$ cat src/rtl/debounce_switch_bank_if.sv
// Switch-bank bus between raw board pins / user logic and the debouncer.
//   i_Switch      raw asynchronous switch pins (1 = pressed)
//   i_Toggle_Clr  synchronous per-channel clear of o_Toggle
//   o_Level       debounced level
//   o_Press       one-cycle pulse on debounced 0->1
//   o_Release     one-cycle pulse on debounced 1->0
//   o_Toggle      per-channel toggle state
//   o_Long        one-cycle pulse when a press reaches the long-press limit
// master = user side (drives pins/clears), slave = debouncer side.
interface debounce_switch_bank_if #(
    parameter int unsigned NUM_SWITCHES = 4
);
    logic [NUM_SWITCHES-1:0] i_Switch;
    logic [NUM_SWITCHES-1:0] i_Toggle_Clr;
    logic [NUM_SWITCHES-1:0] o_Level;
    logic [NUM_SWITCHES-1:0] o_Press;
    logic [NUM_SWITCHES-1:0] o_Release;
    logic [NUM_SWITCHES-1:0] o_Toggle;
    logic [NUM_SWITCHES-1:0] o_Long;

    modport master (
        output i_Switch,
        output i_Toggle_Clr,
        input  o_Level,
        input  o_Press,
        input  o_Release,
        input  o_Toggle,
        input  o_Long
    );

    modport slave (
        input  i_Switch,
        input  i_Toggle_Clr,
        output o_Level,
        output o_Press,
        output o_Release,
        output o_Toggle,
        output o_Long
    );
endinterface

$ cat src/rtl/debounce_switch_bank.sv
// N-channel switch debouncer with press/release pulses, toggle state and
// long-press detection. Channels are fully independent.
//   i_Clk    system clock
//   i_Rst_L  asynchronous active-low reset; clears every flop
//   sw       debounce_switch_bank_if.slave bus (pins, toggle clears, outputs)
// All outputs on the bus are registered.
module debounce_switch_bank #(
    parameter int unsigned NUM_SWITCHES     = 4,
    parameter int unsigned DEBOUNCE_LIMIT   = 250000,
    parameter int unsigned LONG_PRESS_LIMIT = 25000000,
    parameter int unsigned TOGGLE_ON_PRESS  = 0
) (
    input  logic                   i_Clk,
    input  logic                   i_Rst_L,
    debounce_switch_bank_if.slave  sw
);

    localparam int unsigned DB_W   = $clog2(DEBOUNCE_LIMIT);
    localparam int unsigned HOLD_W = $clog2(LONG_PRESS_LIMIT + 1);

    localparam logic [DB_W-1:0]   DB_LAST   = DB_W'(DEBOUNCE_LIMIT - 1);
    localparam logic [HOLD_W-1:0] HOLD_MAX  = HOLD_W'(LONG_PRESS_LIMIT);
    localparam logic [HOLD_W-1:0] HOLD_LAST = HOLD_W'(LONG_PRESS_LIMIT - 1);
    localparam bit                TOG_PRESS = (TOGGLE_ON_PRESS != 0);

    logic [NUM_SWITCHES-1:0] level_v;
    logic [NUM_SWITCHES-1:0] press_v;
    logic [NUM_SWITCHES-1:0] release_v;
    logic [NUM_SWITCHES-1:0] toggle_v;
    logic [NUM_SWITCHES-1:0] long_v;

    for (genvar i = 0; i < NUM_SWITCHES; i++) begin : g_ch
        logic [1:0]        sync_q;
        logic [DB_W-1:0]   db_cnt_q;
        logic [HOLD_W-1:0] hold_q;
        logic              level_q;
        logic              press_q;
        logic              release_q;
        logic              long_q;
        logic              long_seen_q;
        logic              toggle_q;

        logic sync_c;
        logic db_done_c;
        logic rise_c;
        logic fall_c;
        logic long_hit_c;
        logic toggle_evt_c;

        // Qualify level changes and derive per-channel events
        always_comb begin
            sync_c       = 1'b0;
            db_done_c    = 1'b0;
            rise_c       = 1'b0;
            fall_c       = 1'b0;
            long_hit_c   = 1'b0;
            toggle_evt_c = 1'b0;

            sync_c     = sync_q[1];
            // Accept the new level on the last of DEBOUNCE_LIMIT disagreeing cycles
            db_done_c  = (sync_c != level_q) && (db_cnt_q == DB_LAST);
            rise_c     = db_done_c && sync_c;
            fall_c     = db_done_c && !sync_c;
            // Hold counter about to reach the limit while still pressed
            long_hit_c = level_q && (hold_q == HOLD_LAST);

            if (TOG_PRESS) begin
                toggle_evt_c = rise_c;
            end else begin
                // A press that already reported o_Long does not toggle on release
                toggle_evt_c = fall_c && !long_seen_q;
            end
        end

        // Synchroniser, debounce counter, hold counter and registered outputs
        always_ff @(posedge i_Clk or negedge i_Rst_L) begin
            if (!i_Rst_L) begin
                sync_q      <= 2'b00;
                db_cnt_q    <= '0;
                hold_q      <= '0;
                level_q     <= 1'b0;
                press_q     <= 1'b0;
                release_q   <= 1'b0;
                long_q      <= 1'b0;
                long_seen_q <= 1'b0;
                toggle_q    <= 1'b0;
            end else begin
                sync_q <= {sync_q[0], sw.i_Switch[i]};

                // Any agreement between sync and level restarts the count
                if (sync_c == level_q) begin
                    db_cnt_q <= '0;
                end else if (db_done_c) begin
                    db_cnt_q <= '0;
                    level_q  <= sync_c;
                end else begin
                    db_cnt_q <= db_cnt_q + DB_W'(1);
                end

                press_q   <= rise_c;
                release_q <= fall_c;

                // Saturating press-duration counter
                if (!level_q) begin
                    hold_q <= '0;
                end else if (hold_q != HOLD_MAX) begin
                    hold_q <= hold_q + HOLD_W'(1);
                end

                long_q <= long_hit_c;

                // rise needs level low, long_hit needs level high: never together
                if (rise_c) begin
                    long_seen_q <= 1'b0;
                end else if (long_hit_c) begin
                    long_seen_q <= 1'b1;
                end

                // Clear has priority over a coincident toggle event
                if (sw.i_Toggle_Clr[i]) begin
                    toggle_q <= 1'b0;
                end else if (toggle_evt_c) begin
                    toggle_q <= ~toggle_q;
                end
            end
        end

        assign level_v[i]   = level_q;
        assign press_v[i]   = press_q;
        assign release_v[i] = release_q;
        assign toggle_v[i]  = toggle_q;
        assign long_v[i]    = long_q;
    end

    assign sw.o_Level   = level_v;
    assign sw.o_Press   = press_v;
    assign sw.o_Release = release_v;
    assign sw.o_Toggle  = toggle_v;
    assign sw.o_Long    = long_v;

endmodule

$ cat src/flat_wrapper.sv
// flat-port wrapper written by rule: the top's interface ports become plain ports
module debounce_switch_bank_flat 
#(
    parameter int unsigned NUM_SWITCHES     = 4,
    parameter int unsigned DEBOUNCE_LIMIT   = 250000,
    parameter int unsigned LONG_PRESS_LIMIT = 25000000,
    parameter int unsigned TOGGLE_ON_PRESS  = 0
)
  (i_Clk, i_Rst_L, sw_i_Switch, sw_i_Toggle_Clr, sw_o_Level, sw_o_Press, sw_o_Release, sw_o_Toggle, sw_o_Long);
  debounce_switch_bank_if #(.NUM_SWITCHES(NUM_SWITCHES)) sw_i ();
  input  logic i_Clk;
  input  logic i_Rst_L;
  input wire logic [$bits(sw_i.i_Switch)-1:0] sw_i_Switch;
  input wire logic [$bits(sw_i.i_Toggle_Clr)-1:0] sw_i_Toggle_Clr;
  output wire logic [$bits(sw_i.o_Level)-1:0] sw_o_Level;
  output wire logic [$bits(sw_i.o_Press)-1:0] sw_o_Press;
  output wire logic [$bits(sw_i.o_Release)-1:0] sw_o_Release;
  output wire logic [$bits(sw_i.o_Toggle)-1:0] sw_o_Toggle;
  output wire logic [$bits(sw_i.o_Long)-1:0] sw_o_Long;
  assign sw_i.i_Switch = sw_i_Switch;
  assign sw_i.i_Toggle_Clr = sw_i_Toggle_Clr;
  assign sw_o_Level = sw_i.o_Level;
  assign sw_o_Press = sw_i.o_Press;
  assign sw_o_Release = sw_i.o_Release;
  assign sw_o_Toggle = sw_i.o_Toggle;
  assign sw_o_Long = sw_i.o_Long;
  debounce_switch_bank #(.NUM_SWITCHES(NUM_SWITCHES), .DEBOUNCE_LIMIT(DEBOUNCE_LIMIT), .LONG_PRESS_LIMIT(LONG_PRESS_LIMIT), .TOGGLE_ON_PRESS(TOGGLE_ON_PRESS)) u_core (.i_Clk(i_Clk), .i_Rst_L(i_Rst_L), .sw(sw_i));
endmodule
$ cat config.mk
export PLATFORM = sky130hd
export DESIGN_NAME = debounce_switch_bank_flat
export DESIGN_NICKNAME = d
export VERILOG_FILES = /design/src/rtl/debounce_switch_bank_if.sv /design/src/rtl/debounce_switch_bank.sv /design/src/flat_wrapper.sv
export SDC_FILE = /design/constraint.sdc
export NUM_CORES = 1
export LEC_CHECK = 0
export ABC_AREA = 1
export BUFFER_PORTS_ARGS = -buffer_cell sky130_fd_sc_hd__buf_2
export CORE_ASPECT_RATIO = 1.1
export CORE_UTILIZATION = 50
export CTS_BUF_LIST = sky130_fd_sc_hd__clkbuf_4 sky130_fd_sc_hd__clkbuf_8
export DETAILED_ROUTE_END_ITERATION = 10
export PLACE_DENSITY = 0.66
export SLEW_MARGIN = 10
export SYNTH_ARGS = -nofsm -noshare
export SYNTH_HDL_FRONTEND = slang
export SYNTH_SLANG_ARGS = --single-unit
$ cat constraint.sdc
create_clock -name i_Clk -period 2.05 [get_ports i_Clk]
set_input_delay 0.1025 -clock i_Clk [delete_from_list [all_inputs] [get_ports i_Clk]]
set_output_delay 0.1025 -clock i_Clk [all_outputs]
set_load 0.01 [all_outputs]
=== Word-level counts from Yosys, hierarchy flattened ===
Index checks and enable logic that the tools add are counted.

* Add/sub/neg operators: 8
* Equal/unequal tests: 24
* Multiplexer cells: 32
* Bitwise operators: 8
* Reductions and logical operators: 40

{| class="wikitable"
|+ Operators by type and width
! kind !! number
|-
| 2-to-1 mux 25 bit || 8
|-
| 2-to-1 mux 18 bit || 8
|-
| adder 25 x 1 -> 25 bit, second input constant || 4
|-
| == test 25 bit, second input constant || 4
|-
| inequality test 25 bit, second input constant || 4
|-
| adder 18 x 1 -> 18 bit, second input constant || 4
|-
| == test 18 bit, second input constant || 4
|-
| logical AND 1 bit || 20
|-
| 2-to-1 mux 1 bit || 16
|-
| nonzero test 2 bit || 8
|-
| zero test 1 bit || 8
|-
| inequality test 2 bit, second input constant || 4
|-
| NOT 1 bit || 8
|-
| AND reduction 2 bit || 4
|-
| == test 1 bit || 4
|-
| inequality test 1 bit || 4
|}

* Register bits after elaboration: 204
* Bits of input ports: 10
* Output and inout port bits: 20
* Word-level logic and storage cells: 148

=== Logic depth before layout (Yosys ltp) ===
Gate-level depths: netlist (run 1).

* Depth after elaboration: 6
* Gate-level depth with buffers: 10

=== Least setup slack after synthesis (run 1) ===
Ideal clock, no wire load.

* Path kind: register to register
* Start: register u_core.g_ch[0].hold_q[0]
* End: register u_core.g_ch[0].hold_q[20]
* Arrival time: 1.262 ns
* Required time: 1.928 ns
* Setup slack: 0.666 ns
* Cell stages (with the launch flop): 9
* Period minus slack after synthesis: 1.384 ns
* Cells stage by stage: dfrtp_1 ha_1 nand2_2 nor2_4 nand3_4 nor2_4 nand2_2 nor3_1 nor2_1

* Word-level cells in the longest chain between the ends: 3

{| class="wikitable"
|+ Ends and longest elaborated chain
! item !! RTL line !! RTL
|-
| from (decl) || debounce_switch_bank.sv:35 || <nowiki>logic [HOLD_W-1:0] hold_q;</nowiki>
|-
| from (signal assigned) || debounce_switch_bank.sv:107 || <nowiki>hold_q <= hold_q + HOLD_W'(1);</nowiki>
|-
| adder 25 x 1 -> 25 bit || debounce_switch_bank.sv:107 ||
|-
| 2-to-1 mux 25 bit || debounce_switch_bank.sv:106 || <nowiki>end else if (hold_q != HOLD_MAX) begin</nowiki>
|-
| 2-to-1 mux 25 bit || debounce_switch_bank.sv:104 || <nowiki>if (!level_q) begin</nowiki>
|}

Several ways; a longest one is shown, not always the timed one. The select of a mux whose other input is x is not followed.
A chain may end at the register's enable or synchronous reset.

=== Worst setup path in the final report (run 1) ===
* Start: register u_core.g_ch[1].hold_q[0]
* End: register u_core.g_ch[1].long_seen_q

* Word-level cells in the longest chain between the ends: 3

{| class="wikitable"
|+ Ends and longest elaborated chain
! item !! RTL line !! RTL
|-
| from (decl) || debounce_switch_bank.sv:35 ||
|-
| from (signal assigned) || debounce_switch_bank.sv:107 ||
|-
| == test 25 bit || debounce_switch_bank.sv:65 || <nowiki>long_hit_c = level_q && (hold_q == HOLD_LAST);</nowiki>
|-
| logical AND 1 bit || debounce_switch_bank.sv:65 ||
|-
| nonzero test 2 bit (no source line) || -- ||
|-
| to (signal assigned) || debounce_switch_bank.sv:85 || <nowiki>long_seen_q <= 1'b0;</nowiki>
|-
| to (signal assigned) || debounce_switch_bank.sv:114 || <nowiki>long_seen_q <= 1'b0;</nowiki>
|-
| to (signal assigned) || debounce_switch_bank.sv:116 || <nowiki>long_seen_q <= 1'b1;</nowiki>
|-
| to (decl) || debounce_switch_bank.sv:40 || <nowiki>logic long_seen_q;</nowiki>
|}

Every way passes these cells.

==> metrics.md, run 1 <==
| Metric | Value |
|---|---|
| Clk Latency, worst-skew pair | `0.53 ns` |
| Final Hold Viols | `0` |
| Post-Syn Area | `11400 sq um` |
| Post-synthesis adder-cell area fraction | `0.0132` |
| CTS-repair resized insts | `0` |
| Fraction of registers with async set/reset | `1.00` |
| Largest family of logic cells by synthesized area | `simple AND/OR/NAND/NOR gates` |
| Share of the synthesized area in the top cell type | `0.448` |
| Total track usage | `0.210` |
| Total grt overflow | `0` |
| Largest net degree at the start of global routing | `72` |
| Clk slew on worst S/H paths | `~0.060 ns` |
| # IOs | `30` |
| Maxcap violations | `0` |
| Clock power share | `0.495` |
| Number of routed nets with antenna violations | `0` |
| Lkg Pwr | `5.71 nW` |
| R2R setup slack | `0.40 ns` |
| Pwr Density | `663 nW/um^2` |
| Max Slew Vio Count | `0` |
| Status | `finished clean` |
| Slew @ Worst Pin | `0.389 ns` |
| CP arrival | `roughly 2.1 ns` |
| Initial core utilization | `0.512` |
| Number of global-route vias before repair | `between 9000 and 10000` |
| Int Power | `6.59 mW` |
| Post-synth EDFFs | `0` |
| Cell variety after synth | `39` |
| CTS root buf | `clkbuf_8` |
| Worst hold-check path type | `primary input to asynchronous set/reset pin` |
| Syn avg cell area | `roughly 7.4 sq um` |
| DRC | `0` |
| Syn. warnings | `0` |
| Syn nets | `1559` |
| Setup TNS | `0 ns` |
| Port bufs | `29` |
| Critical Path RT | `about 2.5 ns` |
| Slew HR | `0.741` |
| Dpl hpwl | `16600 microns` |
| DR vias | `9535` |
| Seq/Total Area, Yosys | `0.448` |
| Area growth from synthesis to layout | `11.7%` |
| Synth Area in Simple Gates | `0.365` |
| Crit share post-route | `0.805` |
| Initial antenna violation count | `0` |
| Fin crit period | `~1.6 ns` |
| RSZ-0062 raised after global routing | `false` |
| DR pass1 iterations | `5` |
| Worst reg2reg path depth | `7` |
| Fmax | `0.606 GHz` |
| Avg Vias per Cell | `between 4 and 5` |
| Post-Synthesis Cells | `about 1500` |
| Clock Sinks | `a little over 200` |
| Synth Area in XOR/XNOR | `0.0376` |
| Reg power frac | `0.483` |
| Post-CTS Setup Bufs | `0` |
| Number of synthesized register bits | `204` |
| Final setup viols | `0` |
| Critical Path End Type | `flip-flop` |
| DR iter-0 viols | `between 400 and 500` |
| Layout Nets | `about 1600` |
| Die X | `~150 microns` |
| Die area | `23400 sq um` |
| Multiplexer share of the synthesized area | `0` |
| Yosys top cell by area | `dfrtp_1` |
| Top cells by count, synth | `nor2_1 (327), nand2_1 (315), dfrtp_1 (204), inv_1 (204), nand3_1 (103)` |
| Die extent in y | `160 microns` |
| Largest cells by area after synthesis | `dfrtp_1 (45%), nor2_1 (11%), nand2_1 (10%), inv_1 (6.7%), nand3_1 (4.5%)` |
| Wire length of the first global-routing pass | `41400 microns` |
| Worst Setup Path Type | `flip-flop to flip-flop` |
| Final RePlAce weighted congestion | `around 0.86` |
| Largest vdd supply drop | `0.434 mV` |
| Complex-gate fraction of the synthesized area | `0.0449` |
| ANT cells | `0` |
| Hold_buf cts | `9` |
| DR WL/cell | `12.1 microns` |
| Combinational Power Share | `0.023` |
| Maximum clock path buffer count | `3` |
| TritonCTS clock tree | `done` |
| Reg2Reg Capture Point | `u_core.g_ch[1].long_seen_q` |
| TritonCTS Buffers | `39` |
| Share of cells above drive strength 1 | `0.122` |
| Worst hold margin | `0.0559 ns` |
| Filler cell count | `2158` |
| Worst r2r src | `u_core.g_ch[1].hold_q[0]` |
| Clock Skew | `0.0232 ns` |
| CP max FO | `5` |
| Switching portion of total power | `0.220` |
| Top_reg_cell synth | `dfrtp_1` |
| Drt total wl | `23200 microns` |
| Row cnt | `57` |
| Startpoint types | `flip-flop` |
| Net Sw Power | `1.86 mW` |
| Area of the core | `22300 sq um` |
| Count leader, synth | `nor2_1` |
| H-Tree Depth | `2` |
-- worst max path at each step --
stage | start | end | slack [ns] | depth (start not counted)
6_report | u_core.g_ch[1].hold_q[0] | u_core.g_ch[1].long_seen_q | 0.40 | 7
5_1_grt | u_core.g_ch[1].hold_q[0] | u_core.g_ch[1].long_seen_q | 0.27 | 7
4_1_cts | u_core.g_ch[1].hold_q[0] | u_core.g_ch[1].long_seen_q | 0.41 | 7
3_5_place_dp | u_core.g_ch[1].hold_q[0] | u_core.g_ch[1].long_seen_q | 0.45 | 7
3_3_place_gp | u_core.g_ch[1].hold_q[0] | u_core.g_ch[1].long_seen_q | 0.45 | 7
2_1_floorplan | u_core.g_ch[0].hold_q[0] | u_core.g_ch[0].hold_q[20] | 0.67 | 8
-- sequential cells by signal, summed over array words and instances, names as in the netlist --
name and count:
u_core.g_ch.db_cnt_q 72, u_core.g_ch.hold_q 100, u_core.g_ch.level_q 4, u_core.g_ch.long_q 4, u_core.g_ch.long_seen_q 4, u_core.g_ch.press_q 4, u_core.g_ch.release_q 4, u_core.g_ch.sync_q 8
u_core.g_ch.toggle_q 4
-- kinds of logic after synthesis --
| family | count (synthesis) |
|---|---|
| flops | 204 |
| fa+ha+maj | 12 |
| xor+xnor | 49 |
| buf+inv | 253 |
| compound gates | 98 |
| simple gates | 921 |
-- power by group through the flow --
stage | registers (mW) | clock network (mW) | logic, mW
2_1_floorplan | 4.14 | 0 | 0.0655
3_3_place_gp | 4.15 | 0 | 0.184
3_5_place_dp | 4.15 | 0 | 0.188
4_1_cts | 4.08 | 4.33 | 0.202
5_1_grt | 4.08 | 4.51 | 0.227
6_report | 4.08 | 4.18 | 0.191
-- through the flow --
| stage | util | std cells | cell area, sq um | power [mW] | worst slack [ns] |
|---|---|---|---|---|---|
| finish | 0.572 | 1916 | 12700 | 8.45 | 0.400 |
| CTS | 0.572 | 1916 | 12700 | 8.61 | 0.413 |
| floorplan | - | 1537 | 11400 | 4.21 | 0.666 |
| global placement | 0.531 | 1839 | 11800 | 4.33 | 0.453 |
| detailed placement | 0.531 | 1839 | 11800 | 4.34 | 0.450 |
| global route | 0.572 | 1916 | 12700 | 8.81 | 0.266 |
-- critical path, stage by stage, from the launching register on --
cell and delay (ns):
dfrtp_1 0.40, ha_1 0.20, nand3_1 0.15, nor2_2 0.22
nand3_1 0.10, nor3_1 0.20, nand2_1 0.13, a21oi_1 0.15
-- per-layer routing --
metal	share of wire	up-vias	routed length (microns)	track usage
li1	-	4927	-	-
met1	0.48	4399	11100	0.279
met2	0.46	160	10600	0.348
met3	0.040	49	924	0.0389
met4	0.022	0	514	0.0653
met5	0	-	0	0
-- layout by cell type, fill, tap and decap left out, types with 10 or more instances in the layout --
cell      Yosys  routed
nand4_1      35      35
xnor2_1      13      13
dfrtp_1     204     204
o21ai_0      40      40
nor2_2       19      19
nor3_2       10      10
nand2_2      14      14
buf_2         5      28
clkbuf_8      0      51
a21oi_1      44      44
nor3_1       53      53
nand3_1     103     103
nand2_1     315     315
nor2_1      327     327
inv_1       204     204
xor2_1       36      36
ha_1         12      12
inv_2        17      17
-- area by class of cell --
cell class	instances	area, sq um	share of cell area
Clock buffer	58	754	0.0593
Clock inverter	10	77.6	0.00609
Inverter	221	830	0.0652
Multi-Input combinational cell	1080	5250	0.412
Sequential cell	204	5100	0.401
Tap cell	295	369	0.0290
Timing Repair Buffer	48	345	0.0271
Power figures use the tool's default switching activity.
==> run 2, diff against run 1 <==
Settings changed: ABC_AREA 1 to 0.
Clock period 2.05 ns to 1.58 ns, I/O delays scaled along.
==> metrics.md, run 2 <==
| Metric | Value |
|---|---|
| Status | `finished with violations` |
| Failing checks | `DRC, setup timing` |
| Share of cells above drive strength 1 | `0.438 (+0.316)` |
| # IOs | `30 (unchanged)` |
| Non-Filler Instances | `1685 (-12%)` |
| Filler cell count | `1324 (-39%)` |
| Cell Area, Placed | `12500 sq um (+5.6%)` |
| Crit share post-route | `1.17 (+0.363)` |
| CP max FO | `7 (+2)` |
| Design area | `15300 sq um (+20%)` |
| Largest net degree at the start of global routing | `50 (-31%)` |
| Total grt overflow | `0 (unchanged)` |
| Crit path buffers/inverters | `1 (+1)` |
| Largest reg by FF count | `u_core.g_ch.hold_q` |
| Critical-path cell list | `nand2_1 -> or4_4 -> buf_6 -> or4_4 -> a21oi_1` |
| CP Depth | `5 (-2)` |
| Largest cells by area after synthesis | `dfrtp_1 (49%), nor2_1 (4.1%), xnor2_1 (3.8%), xor2_1 (3.7%), a21oi_1 (3.4%)` |
| Avg Vias per Cell | `5.65 (+13%)` |
| Final Hold Viols | `0 (unchanged)` |
| Crit path max-delay family | `simple AND/OR/NAND/NOR gates` |
| CTS root buf | `clkbuf_8` |
| Largest vdd supply drop | `0.799 mV (+84%)` |
| Top cells by count, synth | `dfrtp_1 (204), nor2_1 (113), nand2_1 (71), a21oi_1 (70), nand3_1 (69)` |
| Syn avg cell area | `9.58 sq um (+29%)` |
| Total Power | `11.0 mW (+30%)` |
| DR iter-0 viols | `407 (-12%)` |
| Setup crit start | `u_core.g_ch[3].hold_q[15]` |
| ANT cells | `0 (unchanged)` |
| Startpoint types | `flip-flop` |
| Initial core utilization | `0.515 (+0.00228)` |
| Fraction of registers with async set/reset | `1.00 (unchanged)` |
| Cell variety after synth | `57 (+46%)` |
| Post-synth EDFFs | `0 (unchanged)` |
| DRC | `1 (+1)` |
| Worst Setup Path Type | `flip-flop to flip-flop` |
| Largest registers | `u_core.g_ch.hold_q x100, u_core.g_ch.db_cnt_q x72, u_core.g_ch.sync_q x8` |
| Max reg flops | `100 (unchanged)` |
| Worst r2r src | `u_core.g_ch[3].hold_q[15]` |
| Count leader, synth | `dfrtp_1` |
| Post-Synthesis Cells | `1078 (-30%)` |
| Number of global-route vias before repair | `9549 (+3.1%)` |
| Clk slew on worst S/H paths | `0.07 ns (about the same)` |
| Final RePlAce weighted congestion | `0.858 (-0.76%)` |
| Number of routed nets with antenna violations | `0 (unchanged)` |
| Most frequent CP cell | `or4_4` |
| Die X | `139 microns (-4.8%)` |
| Die extent in y | `153 microns (-4.8%)` |
| Setup TNS | `-14.17 ns (-14.17 ns)` |
| Area of the core | `20100 sq um (-9.8%)` |
| Area growth from synthesis to layout | `48.1%` |
| Fin worst setup slack | `-0.265 ns (-0.665 ns)` |
| Slew @ Worst Pin | `0.449 ns (+0.0604 ns)` |
| Drt total wl | `26800 microns (+16%)` |
| Critical Path RT | `2.03 ns (-0.45 ns)` |
| Layout Nets | `1430 (-12%)` |
| CP endpoint | `u_core.g_ch[3].hold_q[24]` |
| Clock Skew | `0.0287 ns (+0.00559 ns)` |
| Slew HR | `0.700 (-0.0403)` |
| Row cnt | `54 (-5.3%)` |
| DR vias | `9516 (-0.20%)` |
| Initial antenna violation count | `0 (unchanged)` |
| Fmax | `0.542 GHz (-11%)` |
| Placed insts | `1528 (-17%)` |
| TritonCTS Buffers | `35 (-10%)` |
| Number of synthesized register bits | `204 (unchanged)` |
| TritonCTS clock tree | `done` |
| Total track usage | `0.243 (+0.0329)` |
| CP max stage delay | `0.58 ns (+0.18 ns)` |
| RSZ-0062 raised after global routing | `true` |
| Post-Syn Area | `10300 sq um (-9.4%)` |
| DR pass1 iterations | `10 (+5)` |
| CP arrival | `2.29 ns (+0.21 ns)` |
| Lkg Pwr | `6.39 nW (+12%)` |
| Maxcap violations | `0 (unchanged)` |
| Share of the synthesized area in the top cell type | `0.494 (+0.0465)` |
| Max Slew Vio Count | `0 (unchanged)` |
| Final setup viols | `125 (+125)` |
| Syn. warnings | `0 (unchanged)` |
| Dpl hpwl | `16000 microns (-4.0%)` |
| Maximum clock path buffer count | `3 (unchanged)` |
| Worst reg2reg path depth | `5 (-2)` |
| DR WL/cell | `15.9 microns (+32%)` |
| Pwr Density | `718 nW/um^2 (+8.3%)` |
| Most frequent cells in the layout | `buf_4 (253), dfrtp_1 (199), nor2_1 (85), nand2_1 (61), nand3_1 (53)` |
| Critical Path End Type | `flip-flop` |
| H-Tree Depth | `2 (unchanged)` |
| Syn nets | `1100 (-29%)` |
| Clk Latency, worst-skew pair | `0.53 ns (about the same)` |
| Clock Sinks | `204 (unchanged)` |
| Fin crit period | `1.84 ns (+0.195 ns)` |
| Most common cell after layout, fill and taps aside | `buf_4` |
| Wire length of the first global-routing pass | `43300 microns (+4.7%)` |
| Yosys top cell by area | `dfrtp_1` |
| R2R setup slack | `-0.26 ns (-0.66 ns)` |
| Seq/Total Area, Yosys | `0.494 (+0.0465)` |
| Slowest cell on the critical path | `or4_4` |
| Reg2Reg Capture Point | `u_core.g_ch[3].hold_q[24]` |
| Worst hold-check path type | `primary input to asynchronous set/reset pin` |
| Port bufs | `29 (unchanged)` |
| Die area | `21200 sq um (-9.3%)` |
| Top_reg_cell synth | `dfrtp_1` |
==> run 2: cell types whose count changed in the layout (fill, tap and decap cells not counted), moves of 22 or more <==
cell	delta
nand2_1	-254
buf_4	+245
nor2_1	-242
inv_1	-175
nand3_1	-50
buf_6	+35
a21oi_2	+34
nor3_1	-33
xnor2_1	+30
or4_4	+27
and3_1	+22
==> run 2: how the worst min path moves through the flow <==
stage                                            end  slack (ns)  startpoint  cells past startpoint
after floorplan           u_core.g_ch[0].db_cnt_q[0]       -0.22     i_Rst_L                      0
after global placement     u_core.g_ch[0].hold_q[13]        0.07     i_Rst_L                      1
after detailed placement   u_core.g_ch[0].hold_q[13]        0.07     i_Rst_L                      1
after CTS                  u_core.g_ch[0].hold_q[13]        0.07     i_Rst_L                      2
after global routing        u_core.g_ch[0].hold_q[7]        0.11     i_Rst_L                      2
final                       u_core.g_ch[0].hold_q[7]        0.08     i_Rst_L                      2
==> run 2: cell families (layout without fill, tap and decap cells) <==
group           count (synthesis)  after routing  share of synthesized area
simple gates                  526            529                      0.280
flops                         204            204                      0.494
compound gates                157            157                     0.0884
xor+xnor                       89             89                     0.0755
buf+inv                        82            434                     0.0388
fa+ha+maj                      12             12                     0.0145
mux                             8              8                    0.00812
==> run 2: timing repair <==
item                                    CTS  global route
pin swaps                                62            74
gates resized for setup                  87           206
hold buffers                              9             0
cloned                                    6             2
endpoints found under the hold margin   212             0
endpoints found under the setup margin   78           153
buffers inserted                         49            37
==> run 2: per-stage QoR <==
stage	worst slack (ns)	hold slack, ns	utilization
2_1_floorplan	-0.344	-0.217	-
4_1_cts	-0.257	0.0745	0.707
3_5_place_dp	-0.291	0.0692	0.622
3_3_place_gp	-0.211	0.0674	0.622
6_report	-0.265	0.0814	0.762
5_1_grt	-0.335	0.109	0.762
==> run 2: worst reg2reg max path: cells and delay by family, from the launching register on <==
family,cells,cell delay (ns)
compound gates,1,0.13
buf+inv,1,0.17
simple gates,3,1.09
flops,1,0.39
==> run 2: cell type report <==
type | count | area, sq um | share of cell area
repair buffers | 340 | 2830 | 0.185
clock inverters | 12 | 135 | 0.00883
inverters | 32 | 123 | 0.00802
clock buffers | 50 | 644 | 0.0421
flip-flops and latches | 204 | 5110 | 0.334
well taps | 252 | 315 | 0.0206
multi-input cells | 795 | 6130 | 0.401
==> run 2: per-layer routing <==
layer / track usage / wire length, microns
met3: 0.0377 / 880
met2: 0.428 / 13700
met1: 0.304 / 11500
met4: 0.0762 / 675
met5: 0 / 0
==> run 2: where the power goes <==
part | switching, mW | internal, mW | total [mW]
logic | 0.233 | 0.199 | 0.432
registers | 0.0371 | 5.26 | 5.30
clock network | 2.13 | 3.13 | 5.26
